===== src/rtl/pq_pkg.sv =====
// Shared types for the register-array priority queue and its read-side engine.
package pq_pkg;

  localparam int unsigned KEY_W = 16;
  localparam int unsigned VAL_W = 16;

  localparam logic [KEY_W-1:0] KEY0 = '0;
  localparam logic [VAL_W-1:0] VAL0 = '0;

  typedef struct packed {
    logic [KEY_W-1:0] key;
    logic [VAL_W-1:0] val;
  } kv_t;

  typedef enum logic [1:0] {
    IDLE,
    POP,
    SETTLE
  } rd_state_t;

  function automatic kv_t kv_null();
    kv_t kv;
    kv.key = KEY0;
    kv.val = VAL0;
    return kv;
  endfunction

endpackage


===== src/rtl/kv_fifo.sv =====
// DEPTH-entry key/value FIFO; storage is cleared to the null item on reset.
module kv_fifo
  import pq_pkg::*;
#(
  parameter int unsigned DEPTH = 4
) (
  input  logic                   clk,
  input  logic                   rst_n,
  input  logic                   wr_en_i,
  input  kv_t                    wr_kv_i,
  input  logic                   rd_en_i,
  output kv_t                    rd_kv_o,
  output logic [$clog2(DEPTH):0] count_o
);

  localparam int unsigned PTR_W = $clog2(DEPTH);
  localparam int unsigned CNT_W = PTR_W + 1;

  kv_t              mem_q [DEPTH];
  logic [PTR_W-1:0] wptr_q, wptr_d;
  logic [PTR_W-1:0] rptr_q, rptr_d;
  logic [CNT_W-1:0] cnt_q, cnt_d;
  logic             do_wr, do_rd;

  always_comb begin
    do_wr  = wr_en_i && (cnt_q != CNT_W'(DEPTH));
    do_rd  = rd_en_i && (cnt_q != '0);
    wptr_d = wptr_q;
    rptr_d = rptr_q;
    cnt_d  = cnt_q;
    // DEPTH is a power of two, so pointer overflow is the modulo wrap
    if (do_wr) wptr_d = wptr_q + PTR_W'(1);
    if (do_rd) rptr_d = rptr_q + PTR_W'(1);
    case ({do_wr, do_rd})
      2'b10:   cnt_d = cnt_q + CNT_W'(1);
      2'b01:   cnt_d = cnt_q - CNT_W'(1);
      default: cnt_d = cnt_q;
    endcase
  end

  always_ff @(posedge clk or negedge rst_n) begin
    if (!rst_n) begin
      wptr_q <= '0;
      rptr_q <= '0;
      cnt_q  <= '0;
      for (int unsigned i = 0; i < DEPTH; i++) begin
        mem_q[i] <= kv_null();
      end
    end else begin
      wptr_q <= wptr_d;
      rptr_q <= rptr_d;
      cnt_q  <= cnt_d;
      if (do_wr) mem_q[wptr_q] <= wr_kv_i;
    end
  end

  assign rd_kv_o = mem_q[rptr_q];
  assign count_o = cnt_q;

endmodule


===== src/rtl/pq_deq_reader.sv =====
// Pops PQ items into a local FIFO while space exists and streams them out.
// Optional PQ_RD_STATS_EN adds saturating pop_total / stall_cycles counters.
module pq_deq_reader
  import pq_pkg::kv_t, pq_pkg::rd_state_t;
#(
  parameter int unsigned DEPTH  = 4,
  parameter int unsigned SETTLE = 1
) (
  input  logic                   clk,
  input  logic                   rst_n,
  input  logic                   en,
  input  logic                   pq_empty,
  input  logic                   pq_busy,
  input  kv_t                    pq_kvo,
  output logic                   pq_deq,
  output logic                   out_valid,
  input  logic                   out_ready,
  output kv_t                    out_kv,
  output logic [$clog2(DEPTH):0] count
`ifdef PQ_RD_STATS_EN
  ,
  output logic [31:0]            pop_total,
  output logic [31:0]            stall_cycles
`endif
);

  localparam int unsigned CNT_W = $clog2(DEPTH) + 1;

  rd_state_t        state_q, state_d;
  logic [1:0]       settle_q, settle_d;
  logic             inflight, space, start, fifo_rd;
  logic [CNT_W-1:0] fifo_count;

  always_comb begin
    state_d  = state_q;
    settle_d = settle_q;
    pq_deq   = 1'b0;
    inflight = (state_q == pq_pkg::POP);
    space    = (32'(fifo_count) + 32'(inflight)) < DEPTH;
    start    = en && !pq_empty && !pq_busy && space;
    case (state_q)
      pq_pkg::IDLE: begin
        if (start) state_d = pq_pkg::POP;
      end
      pq_pkg::POP: begin
        pq_deq   = 1'b1;
        settle_d = '0;
        state_d  = pq_pkg::SETTLE;
      end
      pq_pkg::SETTLE: begin
        // Hold off for SETTLE cycles, then also wait out any PQ busy period
        if (settle_q < 2'(SETTLE - 1)) settle_d = settle_q + 2'd1;
        else if (!pq_busy)             state_d  = pq_pkg::IDLE;
      end
      default: state_d = pq_pkg::IDLE;
    endcase
  end

  always_ff @(posedge clk or negedge rst_n) begin
    if (!rst_n) begin
      state_q  <= pq_pkg::IDLE;
      settle_q <= '0;
    end else begin
      state_q  <= state_d;
      settle_q <= settle_d;
    end
  end

  assign out_valid = (fifo_count != '0);
  assign fifo_rd   = out_valid && out_ready;
  assign count     = fifo_count;

  kv_fifo #(
    .DEPTH (DEPTH)
  ) u_fifo (
    .clk     (clk),
    .rst_n   (rst_n),
    .wr_en_i (pq_deq),
    .wr_kv_i (pq_kvo),
    .rd_en_i (fifo_rd),
    .rd_kv_o (out_kv),
    .count_o (fifo_count)
  );

`ifdef PQ_RD_STATS_EN
  logic [31:0] pop_total_q, stall_cycles_q;

  always_ff @(posedge clk or negedge rst_n) begin
    if (!rst_n) begin
      pop_total_q    <= '0;
      stall_cycles_q <= '0;
    end else begin
      if (pq_deq && (pop_total_q != '1))
        pop_total_q <= pop_total_q + 32'd1;
      if (out_valid && !out_ready && (stall_cycles_q != '1))
        stall_cycles_q <= stall_cycles_q + 32'd1;
    end
  end

  assign pop_total    = pop_total_q;
  assign stall_cycles = stall_cycles_q;
`endif

endmodule


===== config.mk =====
export PLATFORM = sky130hd
export DESIGN_NAME = pq_deq_reader
export DESIGN_NICKNAME = d
export VERILOG_FILES = /design/src/rtl/pq_pkg.sv /design/src/rtl/kv_fifo.sv /design/src/rtl/pq_deq_reader.sv
export SDC_FILE = /design/constraint.sdc
export NUM_CORES = 1
export LEC_CHECK = 0
export ABC_AREA = 1
export CAP_MARGIN = 40
export CORE_UTILIZATION = 51
export CTS_CLUSTER_DIAMETER = 200
export DETAILED_ROUTE_END_ITERATION = 8
export GPL_TIMING_DRIVEN = 1
export PLACE_DENSITY_LB_ADDON = 0.05
export SLEW_MARGIN = 20
export SYNTH_ARGS = -nofsm -noshare
export SYNTH_HDL_FRONTEND = slang
export SYNTH_HIERARCHICAL = 1
export SYNTH_SLANG_ARGS = --single-unit

===== constraint.sdc =====
create_clock -name clk -period 1.75 [get_ports clk]
set_input_delay 0.35 -clock clk [delete_from_list [all_inputs] [get_ports clk]]
set_output_delay 0.35 -clock clk [all_outputs]
set_load 0.05 [all_outputs]

# --- Yosys cells after proc, flatten, opt, wreduce, memory -nomap -nowiden ---
# Index checks and enable logic that the tools add are counted.
totals:
  reg_bits: 139
  latchBits: 0
  ramBits: 0
  romBits: 0
  output_inout_bits: 37
  mem_count: 0
classes:
  n_addsub: 6
  mul: 0
  n_div: 0
  order_cmp: 5
  eq_ne: 9
  n_shift: 0
  n_mux: 14
  bitwise: 2
  reduce_logical: 15
ops:
  columns: ["operator", "n"]
  rows:
  - ["128-bit bitwise mux", 1]
  - ["32-bit two-way mux", 3]
  - ["32-bit binary-select mux with 2-bit select", 1]
  - ["32-bit demux with 2-bit select", 1]
  - ["2-bit two-way mux", 4]
  - ["2-bit inequality test (second input constant)", 4]
  - ["1-bit logical AND", 7]
  - ["2-bit by 1-bit adder with 2-bit output (second input constant)", 3]
  - ["3-bit >= comparator (second input constant)", 2]
  - ["2-bit inverter with 3-bit output", 2]
  - ["2-bit one-hot mux with 3 select lines", 1]
  - ["3-bit one-hot mux with 2 select lines", 1]
  - ["3-bit by 1-bit adder with 4-bit output", 1]
  - ["2-bit by 1-bit == test with 1-bit output (second input constant)", 2]
  - ["2-bit == test (second input constant)", 2]
  - ["4-bit by 3-bit < comparator with 1-bit output (second input constant)", 1]
  - ["2-bit one-hot mux with 2 select lines", 1]
  - ["2-bit nonzero test", 2]
  - ["3-bit by 1-bit adder with 3-bit output (second input constant)", 1]
  - ["3-bit by 1-bit < comparator with 1-bit output (second input constant)", 1]
  - ["3-bit inequality test (second input constant)", 1]
  - ["3-bit AND reduction", 1]
  - ["3-bit nonzero test", 1]
  - ["3-bit by 1-bit subtractor with 3-bit output (second input constant)", 1]
  - ["other kinds (5)", 6]

# --- Depth between registers and ports, before layout ---
# Gate-level depths: netlist of run 1.
depth:
  depth_word: 6
  ltp_mapped: 14
  depth_no_buf: 12

# --- Modules after synthesis ---
# The synthesis of run 1 kept the hierarchy.
modules_own_cells:
  columns: ["mod", "n_inst", "cells_per_inst", "area_each_um2", "seq_area_each_um2"]
  rows:
  - ["kv_fifo", 1, 839, 6707.7, 3378.2]
  - ["pq_deq_reader", 1, 18, 123.9, 50.0]

# --- Worst setup path before layout of run 1 ---
# Ideal clock, no wire load.
synth_path:
  path_kind: "register to register"
  start: "register state_q[1]"
  end: "register u_fifo.cnt_q[1] (netlist: u_fifo/count_o[1])"
  arrival_time_ns: 2.111
  t_required_ns: 1.667
  path_slack_ns: -0.444
  path_stages_with_launch: 11
  synth_period_minus_slack_ns: 2.194
  path_cell_list: "dfrtp_1 inv_1 nand2_1 inv_1 buf_4 buf_2 nand2_1 ha_1 inv_1 fa_1 o21ai_0"
synth_between:
  elab_chain_len: 5
synth_rtl:
  columns: ["element", "line", "source"]
  rows:
  - ["from (decl)", "pq_deq_reader.sv:29", "rd_state_t state_q, state_d;"]
  - ["from (signal assigned)", "pq_deq_reader.sv:61", "state_q <= pq_pkg::IDLE;"]
  - ["from (signal assigned)", "pq_deq_reader.sv:64", "state_q <= state_d;"]
  - ["2-bit by 1-bit == test with 1-bit output *", "pq_deq_reader.sv:41", "case (state_q)"]
  - ["1-bit two-way mux *", "pq_deq_reader.sv:41", null]
  - ["via pq_deq", "pq_deq_reader.sv:15", "output logic pq_deq,"]
  - ["1-bit logical AND *", "kv_fifo.sv:26", "do_wr = wr_en_i && (cnt_q != CNT_W'(DEPTH));"]
  - ["2-bit by 1-bit == test with 1-bit output / 2-bit == test (equally long branches)", "kv_fifo.sv:34", "case ({do_wr, do_rd})"]
  - ["3-bit one-hot mux with 2 select lines / 2-bit nonzero test (equally long branches)", null, null]
  - ["to (signal assigned)", "kv_fifo.sv:52", "cnt_q <= cnt_d;"]
  - ["to (decl)", "kv_fifo.sv:22", "logic [CNT_W-1:0] cnt_q, cnt_d;"]
# Mark *: on every way through the listed nets, which the timed path passes. The rest lies on a longest branch.
# A chain may end at the register's enable or synchronous reset.

==> flow_summary.json, run 1 <==
{
  "outcome": "complete, but fails checks",
  "failed_checks": "negative setup slack",
  "rsz0062_at_grt": "true",
  "fin_crit_ps": 2080,
  "cts_buffers": 17,
  "h-tree-depth": 4,
  "syn_nets": 901,
  "grtUsageTotal_pct": 29.5,
  "drt-wirelength-per-cell_um": 19.2,
  "place_congestion": 0.807,
  "crit_fanout": 8,
  "critPathLaunch": "u_fifo/rptr_q[0]",
  "layout_commonest_cell": "nand2_1",
  "ys_seq_area_share_pct": 50.2,
  "syn_area_sq_mm": 0.00683,
  "grt_first_pass_wirelength_um": 32400,
  "reg2reg_slack_ps": -40,
  "diodes": 0,
  "r2r-start": "u_fifo/count_o[1]",
  "final_nets": 988,
  "setup_viol": 34,
  "start_util_pct": 53.3,
  "rows": 41,
  "drcViolationCount": 0,
  "async_reset_ff_share_pct": 100,
  "io_pins": 75,
  "power_density_mw_per_mm2": 2380,
  "syn_area_per_cell_sq_um": 7.97,
  "ir_drop_mv": 1.71,
  "design_area_sq_mm": 0.00986,
  "yosysWarnings": 6,
  "clkPwrFrac_pct": 14.3,
  "first_pass_iters": 5,
  "hold_violations": 0,
  "critPathMaxStageDelay_ps": 370,
  "grt_max_degree": 48,
  "cp_num_cells": 7,
  "ant_nets": 0,
  "clkSlewWorstSetupHoldPaths_ps": 60,
  "cts_root_buf": "clkbuf_16",
  "power_frac_comb_pct": 61.3,
  "max_slew_margin_pct": 68.7,
  "finClkSkew_ps": 6.88,
  "sw_frac_of_total_pct": 45.8,
  "cts_tree": "built",
  "fill_cells": 833,
  "fp.dieH_um": 118,
  "leakagePower_nw": 4.45,
  "syn-instance-count": 857,
  "drive_above_1_share_pct": 30.0,
  "reg2reg_to": "u_fifo/count_o[2]",
  "p_sw_w": 0.0107,
  "slowest_stage": "dfrtp_2",
  "yosysUniqueCellTypes": 21,
  "critPathTopFamily": "buffers and inverters",
  "clk_path_buf_depth": 2,
  "area_delta_synth_final_pct": 44.3,
  "grt-ovfl-total": 0,
  "wl_um": 21700,
  "slew_violations": 0,
  "crit_buf_inv": 3,
  "place_area_sq_mm": 0.00831,
  "pwr-share-seq_pct": 24.4,
  "end_kind": "output port",
  "hold_path_class": "in2async",
  "crit_arrival_ps": 1730,
  "synthFlopType": "dfrtp_1",
  "core_area_sq_mm": 0.0128,
  "synth_area_leader_cell": "dfrtp_1",
  "crit_type": "reg2out",
  "endpoint": "out_kv[29]",
  "synthTopCellsByArea": "dfrtp_1, nand2_1, nand4_1",
  "tns_ps": -8810,
  "final_cell_mix": "nand2_1, dfrtp_1, nand4_1",
  "max_slew.worst_pin.slew_ps": 470,
  "synth_edf_count": 0,
  "dpl.hpwl_um": 11600,
  "max_freq_mhz": 481,
  "drt-initial-drc-count": 946,
  "reg2reg_depth": 11,
  "die-area_sq_mm": 0.0139,
  "cap_violations": 0,
  "grt_antenna_before_repair": 0,
  "grt_pass1_vias": 6425,
  "p_int_w": 0.0127,
  "crit_required_ps": 1400,
  "routed_via_density": 6.06,
  "clock-sinks": 137,
  "vias": 6847,
  "fin_ws_ps": -329,
  "crit_chain": "buf_12, clkbuf_16, nor2_1, nor2_1, o21ai_2, o21ai_2, buf_12",
  "yosys.area.top_type_share_pct": 50.2,
  "post-route-period-util_pct": 119,
  "dieWidth_um": 118,
  "yosys_register_bits": 137,
  "startpoint_type": "flop",
  "clk_latency_ps": 420,
  "port_buffers": 74
}
-- synth_stat cells, types with 3 or more instances --
master    number
buf_2         43
clkbuf_1      14
buf_6         10
ha_1           5
nand3_2        4
nor2_2         3
nand4_1      129
o21ai_1       73
inv_1         14
nand2_1      280
nand3_1        6
nor2_1        98
dfrtp_1      137
o21ai_0       24
buf_1          9
-- stage by stage --
stage	cells	total power, W	util (%)	worst slack (ps)	hold WS (ps)
CTS	1115	0.0213	71.3	-295	452
detailed placement	1072	0.0173	64.8	-360	323
global placement	1072	0.0170	64.8	-247	321
finish	1129	0.0234	76.9	-329	440
floorplan	857	0.0124	-	-213	54.4
global route	1129	0.0245	76.9	-348	476
-- power by group through the flow --
stage / clock (W) / sequential [W] / combinational, W
2_1_floorplan: 0 / 0.00537 / 0.00702
3_3_place_gp: 0 / 0.00538 / 0.0117
3_5_place_dp: 0 / 0.00544 / 0.0119
4_1_cts: 0.00337 / 0.00546 / 0.0125
5_1_grt: 0.00352 / 0.00587 / 0.0151
6_report: 0.00336 / 0.00572 / 0.0144
-- cell type report --
type | count | area, sq um | share of cell area (%)
timing repair inverter | 1 | 11.3 | 0.114
clock inverter | 9 | 72.6 | 0.736
tap | 172 | 215 | 2.18
clock buffer | 23 | 478 | 4.85
multi-input combinational | 626 | 3550 | 36.0
inverter | 16 | 90.1 | 0.914
sequential | 137 | 3430 | 34.8
timing repair buffer | 145 | 2010 | 20.4
-- layer usage --
layer	track usage [%]	vias up	wire length [um]
met1	38.9	3318	8490
met2	48.3	391	10800
li1	-	3073	-
met5	0	-	0
met4	10.6	0	556
met3	6.01	65	1820
-- flip-flops by register name, summed over array words and instances (netlist names) --
signal / cells
u_fifo/wptr_q: 2
u_fifo/count_o: 3
u_fifo/mem_q: 128
u_fifo/rptr_q: 2
state_q: 2
-- how the worst min path moves through the flow --
stage | from | endpoint | cells past startpoint
after global routing | rst_n | u_fifo/mem_q[90] | 2
after global placement | rst_n | u_fifo/mem_q[118] | 1
after CTS | rst_n | u_fifo/mem_q[118] | 2
final | rst_n | u_fifo/mem_q[118] | 2
after floorplan | rst_n | state_q[0] | 0
after detailed placement | rst_n | u_fifo/mem_q[118] | 1
-- repair_timing --
action | 4_1_cts | 5_1_grt
hold buffers | 1 | 0
hold endpoints to repair | 43 | 0
resized for setup | 41 | 135
buffers inserted | 6 | 6
setup endpoints to repair | 35 | 36
cloned | 4 | 9
pin swaps | 6 | 32
-- cells by family (layout without fill, tap and decap cells) --
kind of cell,after synthesis,after routing,share of synthesized area [%]
flops,137,137,50.2
simple gates,521,521,34.0
buf+inv,94,194,7.16
xor+xnor,1,1,0.128
compound gates,98,98,7.27
fa+ha+maj,6,6,1.21
Power figures use the tool's default switching activity.
==> run 2, diff against run 1 <==
Settings changed: SYNTH_HIERARCHICAL 1 to unset.
==> flow_summary.json, run 2 <==
{
  "die-area_sq_mm": 0.0136,
  "placed_cells": 1056,
  "ant_nets": 0,
  "core_area_sq_mm": 0.0127,
  "slew_violations": 0,
  "synthFlopType": "dfrtp_1",
  "power_density_mw_per_mm2": 2390,
  "pre_cts_slack_ps": -157,
  "clock-sinks": 137,
  "wl_um": 20200,
  "tns_ps": -9100,
  "area_delta_synth_final_pct": 44.3,
  "async_reset_ff_share_pct": 100,
  "dieWidth_um": 117,
  "yosysMostFrequentCell": "nand2_1",
  "syn-instance-count": 847,
  "clkSlewWorstSetupHoldPaths_ps": 60,
  "stdcell_count": 1100,
  "dpl.hpwl_um": 11400,
  "h-tree-depth": 4,
  "routed_via_density": 6.07,
  "crit_type": "reg2out",
  "rows": 41,
  "hold_path_class": "in2async",
  "leakagePower_nw": 4.30,
  "max_slew_margin_pct": 69.6,
  "cts_root_buf": "clkbuf_16",
  "grtUsageTotal_pct": 30.7,
  "ir_drop_mv": 1.59,
  "syn_nets": 891,
  "drt-initial-drc-count": 891,
  "power_w": 0.0231,
  "drcViolationCount": 0,
  "fin_crit_ps": 2060,
  "yosys_register_bits": 137,
  "clk_path_buf_depth": 2,
  "cts_buffers": 17,
  "end_kind": "output port",
  "layout_commonest_cell": "nand2_1",
  "fill_cells": 905,
  "yosysUniqueCellTypes": 19,
  "fp.dieH_um": 117,
  "syn_area_per_cell_sq_um": 7.89,
  "drt-wirelength-per-cell_um": 18.4,
  "largest_register": "u_fifo.mem_q",
  "drive_above_1_share_pct": 27.9,
  "rsz0062_at_grt": "true",
  "netlist_top_cells_count": "nand2_1, dfrtp_1, nand4_1, nor2_1, o21ai_0",
  "synthTopCellsByArea": "dfrtp_1, nand2_1, nand4_1",
  "synth_edf_count": 0,
  "yosys.area.top_type_share_pct": 51.3,
  "diodes": 0,
  "outcome": "complete, but fails checks",
  "crit_required_ps": 1400,
  "reg2reg_slack_ps": 40,
  "syn_area_sq_mm": 0.00669,
  "final_nets": 959,
  "synth_area_leader_cell": "dfrtp_1",
  "startpoint_type": "flop",
  "clk_latency_ps": 430,
  "io_pins": 75,
  "failed_checks": "negative setup slack",
  "post-route-period-util_pct": 118,
  "hold_violations": 0,
  "grt-ovfl-total": 0,
  "grt_first_pass_wirelength_um": 31600,
  "vias": 6680,
  "place_congestion": 0.760,
  "grt_max_degree": 71,
  "max_slew.worst_pin.slew_ps": 455,
  "largest_reg_flops": 128,
  "setup_viol": 32,
  "finClkSkew_ps": 9.48,
  "grt_pass1_vias": 6223,
  "max_freq_mhz": 486,
  "fin_ws_ps": -310,
  "grt_antenna_before_repair": 0,
  "crit_arrival_ps": 1710,
  "crit_fanout": 22,
  "ys_seq_area_share_pct": 51.3,
  "final_cell_mix": "nand2_1, dfrtp_1, nand4_1",
  "port_buffers": 74,
  "first_pass_iters": 6,
  "yosysWarnings": 0,
  "cts_tree": "built",
  "start_util_pct": 52.6,
  "cap_violations": 0
}
==> run 2: cell types whose count changed after synthesis, sizes merged <==
cell / change
buf: -14
clkbuf: +13
nand2: -5
inv: -4
nor2: -2
a21boi: -1
nand3: +1
nor3: +1
o21ai: +1
==> run 2: layout make-up <==
cell class / instances / area, sq um / area share [%]
multi-input combinational: 621 / 3620 / 37.6
sequential: 137 / 3430 / 35.6
timing repair buffer: 126 / 1710 / 17.7
clock buffer: 19 / 443 / 4.59
tap: 172 / 215 / 2.23
clock inverter: 13 / 176 / 1.83
inverter: 12 / 50.0 / 0.519
==> run 2: per-stage QoR <==
step                utilization (%)  hold slack, ps  instance area [sq um]
finish                         75.8             423                   9650
global route                   75.8             445                   9650
CTS                            72.3             441                   9200
detailed placement             66.1             310                   8420
global placement               66.1             307                   8420
floorplan                         -            54.4                   7060
==> run 2: routing by layer <==
metal  share of wire (%)  vias to the layer above  wire length (um)  track usage, %
met2                  51                      296             10200            49.6
met5                   0                        -                 0               0
met4                 1.4                        0               281            9.49
met3                 6.8                       32              1380            6.85
li1                    -                     3014                 -               -
met1                  41                     3338              8300            41.3
==> run 2: worst paths after layout <==
| path | startpoint | endpoint | depth (start not counted) |
|---|---|---|---|
| worst max-delay path | u_fifo.rptr_q[0] | out_kv[28] | 5 |
| worst min-delay path | rst_n | u_fifo.mem_q[109] | 2 |
| worst max register to register | u_fifo.count_o[0] | u_fifo.mem_q[62] | 6 |
| worst min register to register | state_q[0] | state_q[0] | 1 |
| max in group asynchronous | rst_n | u_fifo.mem_q[111] | 3 |
| min in group clk | state_q[0] | state_q[0] | 1 |
==> run 2: cell families after synthesis <==
group | Yosys count | share of synthesized area (%)
buf+inv | 89 | 5.86
compound gates | 98 | 7.34
flops | 137 | 51.3
fa+ha+maj | 6 | 1.24
simple gates | 516 | 34.2
xor+xnor | 1 | 0.131
==> run 2: power breakdown <==
part	switching (W)	leakage [nW]	internal (W)	total, W
Clock	0.00137	0.299	0.00241	0.00377
Combinational	0.00803	2.54	0.00563	0.0137
Sequential	0.00107	1.46	0.00458	0.00565
==> run 2: worst max-delay path, cell delays in order (launching register included) <==
cell      delay, ps
dfrtp_2         480
clkinv_4        140
buf_12          200
o21ai_2         200
o21ai_4          90
buf_12          150
==> run 2: repair_timing <==
action / CTS / global route
hold buffers: 1 / 0
endpoints found under the hold margin: 42 / 0
setup buffers: 2 / 4
pin swaps: 3 / 3
gates cloned: 1 / 4
setup endpoints to repair: 33 / 33
resized for setup: 72 / 109
